$ cat config.mk
export PLATFORM = sky130hd
export DESIGN_NAME = imem_boot_loader
export DESIGN_NICKNAME = d
export VERILOG_FILES = /design/src/rtl/imem_boot_loader.sv
export SDC_FILE = /design/constraint.sdc
export NUM_CORES = 1
export LEC_CHECK = 0
export ABC_AREA = 1
export CAP_MARGIN = 10
export CORE_ASPECT_RATIO = 1.25
export CORE_MARGIN = 1.5
export CORE_UTILIZATION = 39
export CTS_BUF_LIST = sky130_fd_sc_hd__clkbuf_4 sky130_fd_sc_hd__clkbuf_8 sky130_fd_sc_hd__clkbuf_16
export DETAILED_ROUTE_END_ITERATION = 10
export PLACE_DENSITY = 0.63
export REMOVE_ABC_BUFFERS = 1
export SLEW_MARGIN = 25
export SYNTH_ARGS = -nofsm -noshare
export SYNTH_HDL_FRONTEND = slang
export SYNTH_SLANG_ARGS = --single-unit
$ cat constraint.sdc
create_clock -name clk -period 1.41 [get_ports clk]
set_input_delay 0.423 -clock clk [delete_from_list [all_inputs] [get_ports clk]]
set_output_delay 0.423 -clock clk [all_outputs]
set_load 0.02 [all_outputs]
$ cat src/rtl/imem_boot_loader.sv
// Boot loader: streams a length-prefixed, XOR-protected image
// into instruction memory, then releases the MIPS core.
module imem_boot_loader #(
   parameter int ADDR_W = 6
) (
   input  logic              clk,
   input  logic              reset,
   input  logic              rx_valid,
   input  logic [7:0]        rx_data,
   output logic              rx_ready,
   output logic              imem_we,
   output logic [ADDR_W-1:0] imem_addr,
   output logic [31:0]       imem_wdata,
   output logic              core_reset,
   output logic              done,
   output logic              err
);

   localparam logic [16:0]     DEPTH_L = 17'(2 ** ADDR_W);
   localparam logic [ADDR_W:0] ONE     = 1;

   typedef enum logic [2:0] {
      S_LEN_HI,
      S_LEN_LO,
      S_DATA,
      S_CHK,
      S_RUN,
      S_ERR
   } state_t;

   state_t          state;
   state_t          state_nx;
   logic            accept;
   logic [7:0]      len_hi;
   logic [15:0]     len_full;
   logic [ADDR_W:0] n_words;
   logic [ADDR_W:0] word_cnt;
   logic [1:0]      byte_cnt;
   logic [23:0]     asm_q;
   logic [7:0]      xor_q;
   logic            last_byte;
   logic            last_word;
   logic            overlong;

   // Ready depends on state alone so the sender never sees a loop
   assign rx_ready = (state == S_LEN_HI) || (state == S_LEN_LO) ||
                     (state == S_DATA)   || (state == S_CHK);

   assign accept    = rx_valid && rx_ready;
   assign len_full  = {len_hi, rx_data};
   assign overlong  = {1'b0, len_full} > DEPTH_L;
   assign last_byte = (byte_cnt == 2'd3);
   assign last_word = ((word_cnt + ONE) == n_words);

   // State register
   always_ff @(posedge clk) begin
      if (reset) begin
         state <= S_LEN_HI;
      end else begin
         state <= state_nx;
      end
   end

   // Next-state: advance only on an accepted byte
   always_comb begin
      state_nx = state;
      unique case (state)
         S_LEN_HI: begin
            if (accept) begin
               state_nx = S_LEN_LO;
            end
         end
         S_LEN_LO: begin
            if (accept) begin
               if (overlong) begin
                  state_nx = S_ERR;
               end else if (len_full == 16'd0) begin
                  state_nx = S_CHK;
               end else begin
                  state_nx = S_DATA;
               end
            end
         end
         S_DATA: begin
            if (accept && last_byte && last_word) begin
               state_nx = S_CHK;
            end
         end
         S_CHK: begin
            if (accept) begin
               if (rx_data == xor_q) begin
                  state_nx = S_RUN;
               end else begin
                  state_nx = S_ERR;
               end
            end
         end
         S_RUN: state_nx = S_RUN;
         S_ERR: state_nx = S_ERR;
         default: state_nx = S_ERR;
      endcase
   end

   // Running checksum over every accepted byte
   always_ff @(posedge clk) begin
      if (reset) begin
         xor_q <= 8'h00;
      end else if (accept) begin
         xor_q <= xor_q ^ rx_data;
      end
   end

   // Length capture, word assembly and counters
   always_ff @(posedge clk) begin
      if (reset) begin
         len_hi   <= 8'h00;
         n_words  <= '0;
         word_cnt <= '0;
         byte_cnt <= 2'd0;
         asm_q    <= 24'h0;
      end else if (accept) begin
         case (state)
            S_LEN_HI: len_hi <= rx_data;
            S_LEN_LO: begin
               n_words  <= len_full[ADDR_W:0];
               word_cnt <= '0;
               byte_cnt <= 2'd0;
            end
            S_DATA: begin
               byte_cnt <= byte_cnt + 2'd1;
               asm_q    <= {asm_q[15:0], rx_data};
               if (last_byte) begin
                  word_cnt <= word_cnt + ONE;
               end
            end
            default: ;
         endcase
      end
   end

   // One-cycle imem write after the 4th byte; address/data hold otherwise
   always_ff @(posedge clk) begin
      if (reset) begin
         imem_we    <= 1'b0;
         imem_addr  <= '0;
         imem_wdata <= 32'h0;
      end else begin
         imem_we <= 1'b0;
         if (accept && (state == S_DATA) && last_byte) begin
            imem_we    <= 1'b1;
            imem_addr  <= word_cnt[ADDR_W-1:0];
            imem_wdata <= {asm_q, rx_data};
         end
      end
   end

   // Registered status: core released only after a good checksum
   always_ff @(posedge clk) begin
      if (reset) begin
         core_reset <= 1'b1;
         done       <= 1'b0;
         err        <= 1'b0;
      end else begin
         if (state_nx == S_RUN) begin
            core_reset <= 1'b0;
            done       <= 1'b1;
         end
         if (state_nx == S_ERR) begin
            err <= 1'b1;
         end
      end
   end

endmodule
==> summary.md <==
| Metric | Value |
|---|---|
| Status | `finished with violations` |
| Failing checks | `setup timing` |
| Post-Syn Instances | `537` |
| Post-synth ARST share | `0%` |
| CTS Sinks | `101` |
| First DRT Iteration DRCs | `119` |
| CTS Root Cell | `clkbuf_16` |
| P_int | `4421 uW` |
| Per-cell routed wire length | `13.49 um` |
| CP Max Fanout | `8` |
| CP max stage cell | `dfxtp_2` |
| Nets@finish | `661` |
| Inserted Diodes | `0` |
| Pre-antenna DRT Iters | `5` |
| Met2 Resource Use GR | `32.32%` |
| CP required | `1.67 ns` |
| Achievable clock frequency | `0.6442 GHz` |
| Vias/cell | `4.939` |
| Comb power frac | `10.6%` |
| Critical Path Sink Type | `flop` |
| Site Rows | `41` |
| Unrepaired setup endpoints after global routing | `yes` |
| Sw Ratio | `25.52%` |
| Power Density | `1044 nW/um^2` |
| Remaining antenna violation count | `0` |
| CTS tree | `yes` |
| Tightest Hold Check Type | `flop to flop` |
| Placer Congestion | `0.8302` |
| Starting Density | `40.08%` |
| Skew-Pair Late Insertion Delay | `0.34 ns` |
| Global route total overflow | `0` |
| Vias in the first global route | `3559` |
| GRT busiest layer | `met2` |
| Share of cells above drive strength 1 | `30.47%` |
| Relative slew margins | `81.22%` |
| Top cell type's share of synthesized area | `50.17%` |
| Crit path DAT | `1.82 ns` |
| #FFs+latches synth | `101` |
| Io pins | `54` |
| Sw Pwr | `1514 uW` |
| Pleak | `0.002474 uW` |
| Power, Total | `5935 uW` |
| # DRC | `0` |
| Finish-stage setup viols | `40` |
| VDD IR max | `0.7187 mV` |
| Count of different cell masters after synthesis | `30` |
| Number of synthesized flops with an enable pin | `0` |
| Post-DP HPWL | `6.940 mm` |
| GRT Total Usage | `18.53%` |
| Clock buffer depth | `2` |
| Post-synth top area cell | `dfxtp_1` |
| Clk pin slew, worst setup/hold paths | `0.07 ns` |
| Final Hold Fails | `0` |
| Clock skew | `0.003804 ns` |
| Post-Syn Area per Cell | `7.505 sq um` |
| Final min period | `1.552 ns` |
| Seq/Total Area, Yosys | `50.17%` |
| Largest stage delay, worst path | `0.35 ns` |
| Top_reg_cell synth | `dfxtp_1` |
| H-tree Lvls | `3` |
| Final period utilization | `110.1%` |
| Setup_tns | `-2.017 ns` |
| Slew @ Worst Pin | `0.2817 ns` |
| Fillers | `943` |
| Critical path cell sequence | `inv_2, nor2_4, nand3_4, nor2_4, buf_12, inv_16, nor2_4, clkinv_4, o21ai_0` |
| Final WS setup | `-0.1423 ns` |
| Most frequent CP cell | `nor2_4` |
| Most area-consuming cells after synthesis | `dfxtp_1 50%, o21ai_0 9.2%, nor2_1 7.8%` |
| Critical path class | `flop to flop` |
| DRT Wirelength | `10.55 mm` |
| Core area | `10050 sq um` |
| Sequential power share | `50.5%` |
| Chip height | `116.7 um` |
| Area delta synth->final | `41.01%` |
| Final slew viol count | `0` |
| Initial antenna violation count | `0` |
| Max-Cap Viols | `0` |
| Hold-fix buffers, CTS | `0` |
| Die Wd | `93.92 um` |
| Commonest cells post-synth | `101 x dfxtp_1, 84 x nor2_1, 75 x nand2_1, 74 x o21ai_0, 49 x a21oi_1` |
| Via count | `3862` |
| Met1 Use GR | `22.14%` |
| Clock power share | `38.9%` |
| Total CTS buffers | `9` |
| Crit start category | `flop` |
| Most frequent cell after synthesis | `dfxtp_1` |
| Die area | `10960 sq um` |
| Port bufs | `53` |
| Ys Warns | `0` |
| First-pass GRT wire length | `16.11 mm` |
| Netlist Area Pre-Place | `4030 sq um` |
| Largest net degree at the start of global routing | `34` |
| Met3 Track Usage GR | `3.190%` |
registers in the layout (all words and copies together), names as in the netlist:
register and cells:
xor_q 8, core_reset 1, byte_cnt 2, word_cnt 7
err 1, done 1, asm_q 24, n_words 7
state 3, imem_addr 6, imem_wdata 32, len_hi 8
imem_we 1
placed cells by master, fill, tap and decap left out, drive strengths merged, types with 6 or more instances in the layout:
| cell | instances |
|---|---|
| dfxtp | 101 |
| nor2 | 88 |
| o21ai | 84 |
| nand2 | 78 |
| buf | 76 |
| inv | 60 |
| a21oi | 50 |
| clkbuf | 35 |
| nand3 | 34 |
| clkdlybuf4s15 | 14 |
| dlygate4sd2 | 9 |
| nand4 | 6 |
layer usage:
metal	wire length, um	part of all wire (%)	vias up
met1	4636	44	1798
met4	297	2.8	0
met2	5340	51	60
met3	275	2.6	20
li1	-	-	1984
met5	0	0	-
power by group through the flow:
stage | logic, uW | clock network, uW | registers, uW
after floorplan | 303 | 0 | 3060
after global routing | 699 | 2470 | 3010
after CTS | 614 | 2330 | 3000
after detailed placement | 609 | 0 | 3060
final | 630 | 2310 | 3000
after global placement | 599 | 0 | 3060
logic make-up (layout without fill, tap and decap cells):
family | after synthesis | in the layout | share of synthesized area [%]
buf+inv | 84 | 200 | 8.320
fa+ha+maj | 2 | 2 | 0.6208
compound gates | 140 | 140 | 17.82
simple gates | 208 | 208 | 22.63
xor+xnor | 2 | 2 | 0.4347
flops | 101 | 101 | 50.17
path summary, 6_finish.rpt:
| kind | start | end | slack [ns] | depth (start not counted) |
|---|---|---|---|---|
| worst max-delay path | state[1] | imem_wdata[14] | -0.14 | 9 |
| worst min register to register | byte_cnt[0] | byte_cnt[0] | 0.45 | 1 |
| worst min-delay path | byte_cnt[0] | byte_cnt[0] | 0.45 | 1 |
| worst max register to register | state[1] | imem_wdata[14] | -0.14 | 9 |
per-stage QoR:
stage	setup WS, ns	util (%)	hold WS, ns	instances	area (sq um)
3_3_place_gp	-0.6304	50.22	0.4454	743	5050
2_1_floorplan	-0.4232	-	0.4346	509	3905
6_report	-0.1423	56.52	0.4500	782	5683
4_1_cts	-0.08830	53.61	0.4619	763	5390
3_5_place_dp	-0.6929	50.22	0.4526	743	5050
5_1_grt	-0.2292	56.52	0.4677	782	5683
area by class of cell:
type,instances,area [sq um],share of cell area (%)
Sequential cell,101,2033,35.78
Multi-Input combinational cell,352,1828,32.17
Timing Repair Buffer,126,1132,19.93
Inverter,56,239.0,4.205
Clock buffer,9,225.2,3.963
Tap cell,129,161.4,2.840
Clock inverter,7,48.80,0.8587
Timing Repair inverter,2,15.01,0.2642
timing repair:
action                     CTS  global route
pin swaps                   16            16
setup buffers                4            13
setup endpoints to repair  129            72
gates cloned                 0             7
resized for setup          132           106
worst max-delay path: cells and delay by family (launching register included):
kind | cells | cell delay, ns
buffers and inverters | 4 | 0.38
DFF | 1 | 0.35
and+or+nand+nor | 4 | 0.56
AOI/OAI and AO/OA | 1 | 0.18
(Power assumes the default switching activity.)
